==> src/rtl/lcd_value_disp.sv <==
// lcd_value_disp: shows an 8-bit unsigned value as 3 right-justified decimal
// digits on an HD44780 character LCD (4-bit bus, write-only).
// Runs the power-on init sequence, then rewrites the digits whenever value changes.
// Ports:
//   clk     in   system clock
//   rs      in   synchronous active-low reset
//   value   in   [7:0] value to display
//   lcd_e   out  LCD enable strobe
//   lcd_rs  out  LCD register select (0 command, 1 data)
//   lcd_rw  out  LCD read/write, tied 0
//   lcd_d   out  [3:0] LCD data nibble
//   sf_ce0  out  StrataFlash disable, tied 1
//   ready   out  init complete and idle
// Build option: define LCD_LABEL_EN to prefix the digits with "VAL:".
module lcd_value_disp #(
   parameter int unsigned T_PWRON = 750000,
   parameter int unsigned T_4MS   = 205000,
   parameter int unsigned T_100US = 5000,
   parameter int unsigned T_40US  = 2000,
   parameter int unsigned T_CLR   = 82000,
   parameter int unsigned T_EHI   = 12,
   parameter int unsigned T_NIB   = 50
) (
   input  logic       clk,
   input  logic       rs,
   input  logic [7:0] value,
   output logic       lcd_e,
   output logic       lcd_rs,
   output logic       lcd_rw,
   output logic [3:0] lcd_d,
   output logic       sf_ce0,
   output logic       ready
);
`ifdef LCD_LABEL_EN
   localparam int unsigned N_DAT = 7;
`else
   localparam int unsigned N_DAT = 3;
`endif
   typedef enum logic [2:0] {PWR_WAIT, INIT, CFG, SET_ADDR, WR_DIG, IDLE} state_t;
   // per-nibble strobe phases: data setup, enable high, data hold, post-nibble wait
   typedef enum logic [1:0] {P_SETUP, P_EHI, P_HOLD, P_GAP} phase_t;
   state_t      state_q, state_d;
   phase_t      ph_q, ph_d;
   logic [31:0] cnt_q, cnt_d;
   logic [2:0]  idx_q, idx_d;
   logic        lo_q, lo_d;
   logic [7:0]  shown_q, shown_d;
   logic [3:0]  d_q, d_d;
   logic        rsel_q, rsel_d;
   logic [3:0]  h, t, u;
   logic [7:0]  h_c, t_c;
   logic [3:0][7:0] cfg;
   logic [7:0][7:0] dat;
   logic [7:0]  cur_byte;
   logic [3:0]  nib;
   logic [31:0] cur_wait, gap;
   logic        nib_only, last, busy, split;

   assign h   = 4'(shown_q / 8'd100);
   assign t   = 4'((shown_q % 8'd100) / 8'd10);
   assign u   = 4'(shown_q % 8'd10);
   assign h_c = (h == 4'd0) ? 8'h20 : {4'h3, h};
   assign t_c = (h == 4'd0 && t == 4'd0) ? 8'h20 : {4'h3, t};
   assign cfg = {8'h01, 8'h0C, 8'h06, 8'h28};

   always_comb begin
      dat = '0;
`ifdef LCD_LABEL_EN
      dat[0] = 8'h56;
      dat[1] = 8'h41;
      dat[2] = 8'h4C;
      dat[3] = 8'h3A;
      dat[4] = h_c;
      dat[5] = t_c;
      dat[6] = {4'h3, u};
`else
      dat[0] = h_c;
      dat[1] = t_c;
      dat[2] = {4'h3, u};
`endif
   end

   // description of the item (nibble or byte) the current state is sending
   always_comb begin
      busy     = state_q != PWR_WAIT && state_q != IDLE;
      nib_only = state_q == INIT;
      last     = state_q == SET_ADDR || (state_q == WR_DIG ? idx_q == 3'(N_DAT - 1) : idx_q == 3'd3);
      cur_byte = state_q == INIT ? (idx_q == 3'd3 ? 8'h20 : 8'h30) :
                 state_q == CFG ? cfg[idx_q[1:0]] : state_q == WR_DIG ? dat[idx_q] : 8'h80;
      cur_wait = state_q == INIT ? (idx_q == 3'd0 ? T_4MS : idx_q == 3'd1 ? T_100US : T_40US) :
                 (state_q == CFG && idx_q == 3'd3) ? T_CLR : T_40US;
      nib      = lo_q ? cur_byte[3:0] : cur_byte[7:4];
      split    = !nib_only && !lo_q;
      gap      = split ? T_NIB : cur_wait;
   end

   always_ff @(posedge clk) begin
      if (!rs) begin
         state_q <= PWR_WAIT;
         ph_q    <= P_SETUP;
         cnt_q   <= '0;
         idx_q   <= '0;
         lo_q    <= 1'b0;
         shown_q <= '0;
         d_q     <= '0;
         rsel_q  <= 1'b0;
      end else begin
         state_q <= state_d;
         ph_q    <= ph_d;
         cnt_q   <= cnt_d;
         idx_q   <= idx_d;
         lo_q    <= lo_d;
         shown_q <= shown_d;
         d_q     <= d_d;
         rsel_q  <= rsel_d;
      end
   end

   always_comb begin
      state_d = state_q;
      ph_d    = ph_q;
      cnt_d   = cnt_q + 32'd1;
      idx_d   = idx_q;
      lo_d    = lo_q;
      shown_d = shown_q;
      // data/rs are loaded during setup and then held until the next nibble's setup
      d_d     = (busy && ph_q == P_SETUP) ? nib : d_q;
      rsel_d  = (busy && ph_q == P_SETUP) ? state_q == WR_DIG : rsel_q;
      if (state_q == PWR_WAIT) begin
         if (cnt_q == T_PWRON - 1) begin
            state_d = INIT;
            ph_d    = P_SETUP;
            cnt_d   = '0;
            idx_d   = '0;
            lo_d    = 1'b0;
         end
      end else if (state_q == IDLE) begin
         cnt_d = '0;
         if (value != shown_q) begin
            state_d = SET_ADDR;
            shown_d = value;
            ph_d    = P_SETUP;
            idx_d   = '0;
            lo_d    = 1'b0;
         end
      end else if (ph_q == P_SETUP) begin
         if (cnt_q == 32'd2) begin
            ph_d  = P_EHI;
            cnt_d = '0;
         end
      end else if (ph_q == P_EHI) begin
         if (cnt_q == T_EHI - 1) begin
            ph_d  = P_HOLD;
            cnt_d = '0;
         end
      end else if (ph_q == P_HOLD) begin
         ph_d  = P_GAP;
         cnt_d = '0;
      end else if (cnt_q == gap - 1) begin
         ph_d  = P_SETUP;
         cnt_d = '0;
         lo_d  = split;
         if (!split) begin
            idx_d = last ? 3'd0 : idx_q + 3'd1;
            if (last) begin
               state_d = state_q == INIT ? CFG : state_q == CFG ? SET_ADDR :
                         state_q == SET_ADDR ? WR_DIG : IDLE;
               // the display value is frozen on entry to SET_ADDR so a refresh never tears
               shown_d = state_q == CFG ? value : shown_q;
            end
         end
      end
   end

   always_comb begin
      lcd_e  = ph_q == P_EHI && busy;
      lcd_d  = d_q;
      lcd_rs = rsel_q;
      lcd_rw = 1'b0;
      sf_ce0 = 1'b1;
      ready  = state_q == IDLE;
   end
endmodule

==> config.mk <==
export PLATFORM = sky130hd
export DESIGN_NAME = lcd_value_disp
export DESIGN_NICKNAME = d
export VERILOG_FILES = /design/src/rtl/lcd_value_disp.sv
export SDC_FILE = /design/constraint.sdc
export NUM_CORES = 1
export LEC_CHECK = 0
export BUFFER_PORTS_ARGS = -buffer_cell sky130_fd_sc_hd__buf_2
export CAP_MARGIN = 5
export CORE_UTILIZATION = 50
export DETAILED_ROUTE_END_ITERATION = 16
export MAX_ROUTING_LAYER = met4
export PLACE_DENSITY = 0.69
export SLEW_MARGIN = 10
export SYNTH_ARGS = -nofsm -noshare
export SYNTH_HDL_FRONTEND = slang
export SYNTH_SLANG_ARGS = --single-unit
export TNS_END_PERCENT = 1
==> constraint.sdc <==
create_clock -name clk -period 3.1 [get_ports clk]
set_input_delay 0.31 -clock clk [delete_from_list [all_inputs] [get_ports clk]]
set_output_delay 0.31 -clock clk [all_outputs]
set_load 0.1 [all_outputs]
* Word-level counts from Yosys, hierarchy flattened
Cells that the tools add are included.
** Storage, ports and cells
- Input port bits :: 10
- Word-level logic and storage cells :: 149
- Register bits after elaboration :: 54
** Cells by class
- Magnitude comparators :: 2
- Muxes and demuxes :: 76
- Add/sub/neg operators :: 3
- Bitwise gates (word level) :: 1
- Equal/unequal tests :: 29
- Divide/modulo/power cells :: 4
- Reduce and logical (&&, ||, !) cells :: 26
** Operator list (count)
- $mux W32 :: 9
- $mux W8 :: 14
- $mux W3 :: 22
- $mux W18 :: 3
- $add A32 B1 Y32 const B :: 1
- $eq A32 B2 Y1 const B :: 1
- $eq A32 B20 Y1 const B :: 1
- $eq A32 B32 Y1 :: 1
- $eq A32 B4 Y1 const B :: 1
- $bmux W8 S3 :: 1
- $mux W2 :: 10
- $sub A18 B1 Y19 const B :: 1
- $mux W17 :: 1
- $bmux W8 S2 :: 1
- $mux W5 :: 3
- $mux W13 :: 1
- $eq A3 B2 Y1 const B :: 4
- $mux W1 :: 10
- $ne A3 B3 Y1 const B :: 3
- $reduce_and A9 Y1 :: 1
- $reduce_bool A3 Y1 :: 3
- $div A8 B4 Y8 const B :: 1
- $div A8 B7 Y8 const B :: 1
- $logic_not A4 Y1 :: 2
- 29 further kinds :: 45

* Logic depth before layout (Yosys ltp)
- Word-level depth :: 13
- Gate-level depth with buffers :: 15
- Depth with buffers taken out :: 13

* Least setup slack after synthesis
No wires, ideal clock.
- Path type :: register to register
- From :: register shown_q[5]
- To :: register d_q[2], in the netlist lcd_d[2]
- Library setup time :: 0.070 ns
- Path slack :: -0.258 ns
- Arrival :: 3.289 ns
- Data required time :: 3.030 ns
- Stages on the path, launching flop included :: 15
- Cell sequence :: dfxtp_1 -> buf_4 -> buf_6 -> inv_2 -> ha_1 -> nand2b_1 -> a21oi_1 -> o2111ai_1 -> a221o_1 -> a2111o_1 -> o211a_1 -> ha_1 -> o21a_1 -> a211o_1 -> a21oi_1
** On the way
- Longest elaborated chain between the ends :: 11
- Elaborated cells between the ends (all ways) :: 15
- Those cells by class :: 4 x div; 8 x mux; 3 x reduce/logical
** Ends and longest elaborated chain
- from (decl) :: line 47 : logic [7:0] shown_q, shown_d;
- from (signal assigned) :: line 113 : shown_q <= shown_d;
- $mod A8 B7 Y8 :: line 60 : assign t = 4'((shown_q % 8'd100) / 8'd10);
- $div A8 B4 Y8 :: line 60
- $logic_not A4 Y1 :: line 63 : assign t_c = (h == 4'd0 && t == 4'd0) ? 8'h20 : {4'h3, t};
- $logic_and A1 B1 Y1 :: line 63
- $mux W5 :: line 63
- $bmux W8 S3 (*) :: line 89 : state_q == CFG ? cfg[idx_q[1:0]] : state_q == WR_DIG ? dat[idx_q] : 8'h80;
- $mux W8 (implied by the code) (*) :: line 89
- $mux W8 (*) (2 in series) :: line 89
- $mux W8 (*) :: line 88 : cur_byte = state_q == INIT ? (idx_q == 3'd3 ? 8'h20 : 8'h30) :
- $mux W4 (*) :: line 92 : nib = lo_q ? cur_byte[3:0] : cur_byte[7:4];
- to (signal assigned) :: line 105 : d_q <= '0;
- to (signal assigned) :: line 114 : d_q <= d_d;
- to (decl) :: line 48 : logic [3:0] d_q, d_d;
Mark *: on every way between the ends. The rest lies on a longest branch, timed or not. The select of a mux whose other input is x is not followed.
A chain may end at the register's enable or synchronous reset.

* Worst setup path in the final report
Same ends and word-level chain as after synthesis.

==> results.md <==
- Outcome: complete, no violations
- TNS Setup: 0 ps
- # H-tree levels: 2
- Post-layout worst setup margin: 1.47 ps
- Residual DRC count: 0
- Period minus WS final: a little over 3000 ps
- Register area share after synthesis: a little under a quarter
- Synth top area share: a little under a quarter
- Share of post-route cells with drive strength above 1: roughly 16%
- Die Wd: ~97 um
- Worst-Margin Slew: between 500 and 600 ps
- Post-Syn Area: roughly 4600 um2
- Pwr dens: about 250 nW/um2
- Die Ht: ~97 um
- Io pins: 19
- Setup WS pre-CTS: roughly 20 ps
- CTS max path bufs: 2
- CP Cell Sequence: inv_6 -> ha_4 -> nor4bb_1 -> o21ai_1 -> o211a_1 -> buf_4 -> or4_1 -> o21bai_1 -> o211a_1 -> ha_1 -> o21a_1 -> a211o_1 -> a21oi_1
- Unique cell type count in the Yosys netlist: 78
- #FFs+latches synth: 54
- Core area: between 8000 and 9000 um2
- Cell Area, Placed: 4950 um2
- Max Cap Viol: 0
- CTS buffer count: 5
- Initial DRC count: around 240
- First-pass GRT wire length: roughly 20 mm
- CP bufs+invs: 2
- Critical Path Start Type: flop
- Total wire length: 12.1 mm
- Largest net degree at the start of global routing: 33
- Critical path's top delay family: compound AO/OA/AOI/OAI gates
- Cells after Synth: approximately 610
- Leak Pwr: 1.91 nW
- DR vias: about 4,700
- DR WL/cell: approximately 16 um
- Post-synth EDFFs: 0
- Yosys warnings: 0
- Crit-path slowest cell: or4_1
- Vias/cell: approximately 6
- Crit-path most repeated cell: o211a_1
- GP Congestion: a little over 0.9
- Max-slew headroom: between 60% and 70%
- DR pass1 iterations: 5
- Max-slew violation total from the final report: 0
- CP required: about 3400 ps
- CP endpoint kind: flop
- WHS: around 230 ps
- Total power: 1.29 mW
- Crit Path Class: flop to flop
- Yosys top cell by area: dfxtp_1
- Vias in the first global route: 4,311
- Worst Path Arrival: between 3000 and 4000 ps
- # setup viols final: 0
- GR Util All Layers: between 20% and 30%
- Initial Utilization: 52.0%
- Final Cycle Share: roughly 100%
- Layout Skew: around 19 ps
- Initial antenna violation count: 0
- N_diodes: 0
- Unrepaired setup endpoints after global routing: true
- CTS clk-pin slew, worst paths: ~110 ps
- Clock root cell: clkbuf_8
- Placement row count: 34
- Syn Area/Cell: approximately 7.4 um2
- Cell with the most instances after synthesis: nor2_1
- Clock Sinks: 54
- Hpwl dp: between 9 and 10 mm
- Worst hold path type: input pin to flop
- Commonest cells in the netlist: nor2_1, dfxtp_1, nand2_1
- Buffers on Ports: 16
- Highest Clock Rate: 0.323 GHz
- Area of the die: 9500 um2
- Max incr delay on CP: 420 ps
- DRT antenna net count: 0
- Area growth syn-to-layout: 13.1%
- Net Count, Synth: 640
- VDD IR max: about 0.19 mV
- Hold Buf Count CTS: 0
- Post-route cell area: a little over 5000 um2
- Post-synth top flop: dfxtp_1
- Critical path fanouts, max: 6
- Async set or reset register ratio after synthesis: 0%
- Total gr overflow: 0
- Final hold violations: 0
- Nets: roughly 670
- Synth top area cells: dfxtp_1, nor2_1, xnor2_1
- CTS tree: built
- Clock Latency Late Sink: approximately 330 ps
[kinds of logic after synthesis]
kind of cell / Yosys count / share of synthesized area (%)
AO/OA/AOI/OAI: 146 / 23.0
XOR/XNOR: 44 / 8.87
adder cells (fa/ha/maj): 16 / 4.39
buffers and inverters: 65 / 6.43
flip-flops: 54 / 23.7
multiplexers: 6 / 1.37
other: 2 / 0.165
AND/OR/NAND/NOR: 281 / 32.0
[sequential cells by signal, indices dropped and copies added (netlist names), named ones only]
register and flops:
cnt_q 32, shown_q 8, lcd_d 4, idx_q 3
ph_q 2, state_q 2, lcd_rs 1, lo_q 1
[placed cells by master (no fill, tap or decap), drive strengths merged, types with 9 or more instances in the layout]
| cell | synthesis | layout |
|---|---|---|
| a21oi | 37 | 37 |
| buf | 19 | 65 |
| dfxtp | 54 | 54 |
| ha | 16 | 16 |
| inv | 23 | 25 |
| nand2 | 48 | 48 |
| nand2b | 9 | 9 |
| nand3 | 38 | 38 |
| nand4 | 14 | 14 |
| nor2 | 80 | 80 |
| nor3 | 21 | 21 |
| nor4 | 13 | 13 |
| o21ai | 23 | 23 |
| or3 | 10 | 10 |
| xnor2 | 28 | 28 |
| xor2 | 16 | 16 |
[report_power, final]
group | switching, mW | leakage (nW) | internal [mW]
Combinational | 0.0880 | 1.42 | 0.0493
Sequential | 0.0112 | 0.438 | 0.700
Clock | 0.276 | 0.0506 | 0.170
[what timing repair did]
action | in CTS | in global routing
hold endpoints to repair | 0 | 0
pin swaps | 1 | 7
gates resized for setup | 1 | 15
endpoints found under the setup margin | 1 | 13
buffers inserted | 0 | 4
gates cloned | 0 | 1
[layout make-up]
| cell class | count | area [um2] |
|---|---|---|
| Clock buffer | 5 | 68.8 |
| Clock inverter | 3 | 28.8 |
| Fill cell | 805 | 3610 |
| Inverter | 24 | 95.1 |
| Multi-Input combinational cell | 496 | 3270 |
| Sequential cell | 54 | 1090 |
| Tap cell | 108 | 135 |
| Timing Repair Buffer | 65 | 464 |
[path summary, 6_finish.rpt]
path	startpoint	to	slack, ps	depth (start not counted)
setup reg to reg	shown_q[5]	lcd_d[2]	1	13
hold reg to reg	ph_q[0]	ph_q[0]	500	2
hold / removal	value[6]	shown_q[6]	230	3
setup / recovery	shown_q[5]	lcd_d[2]	1	13
[worst min-delay path: stages]
cell     delay [ps]
buf_2           100
nand3_1          60
o31ai_1          60
[layer usage]
metal / global-route usage [%] / part of all wire, % / vias up / wire length (um)
li1: - / - / 2313 / -
met1: 34.3 / 46 / 2208 / 5600
met2: 42.9 / 47 / 132 / 5690
met3: 2.52 / 5.4 / 14 / 657
met4: 4.98 / 1.2 / 0 / 140
met5: - / 0 / - / 0
[metrics by stage]
step / util [%] / cells
3_3_place_gp: 56.5 / 742
2_1_floorplan: - / 614
6_report: 58.8 / 755
3_5_place_dp: 56.5 / 742
4_1_cts: 57.7 / 750
5_1_grt: 58.8 / 755
Note: power is estimated with default switching activity, not from simulation.
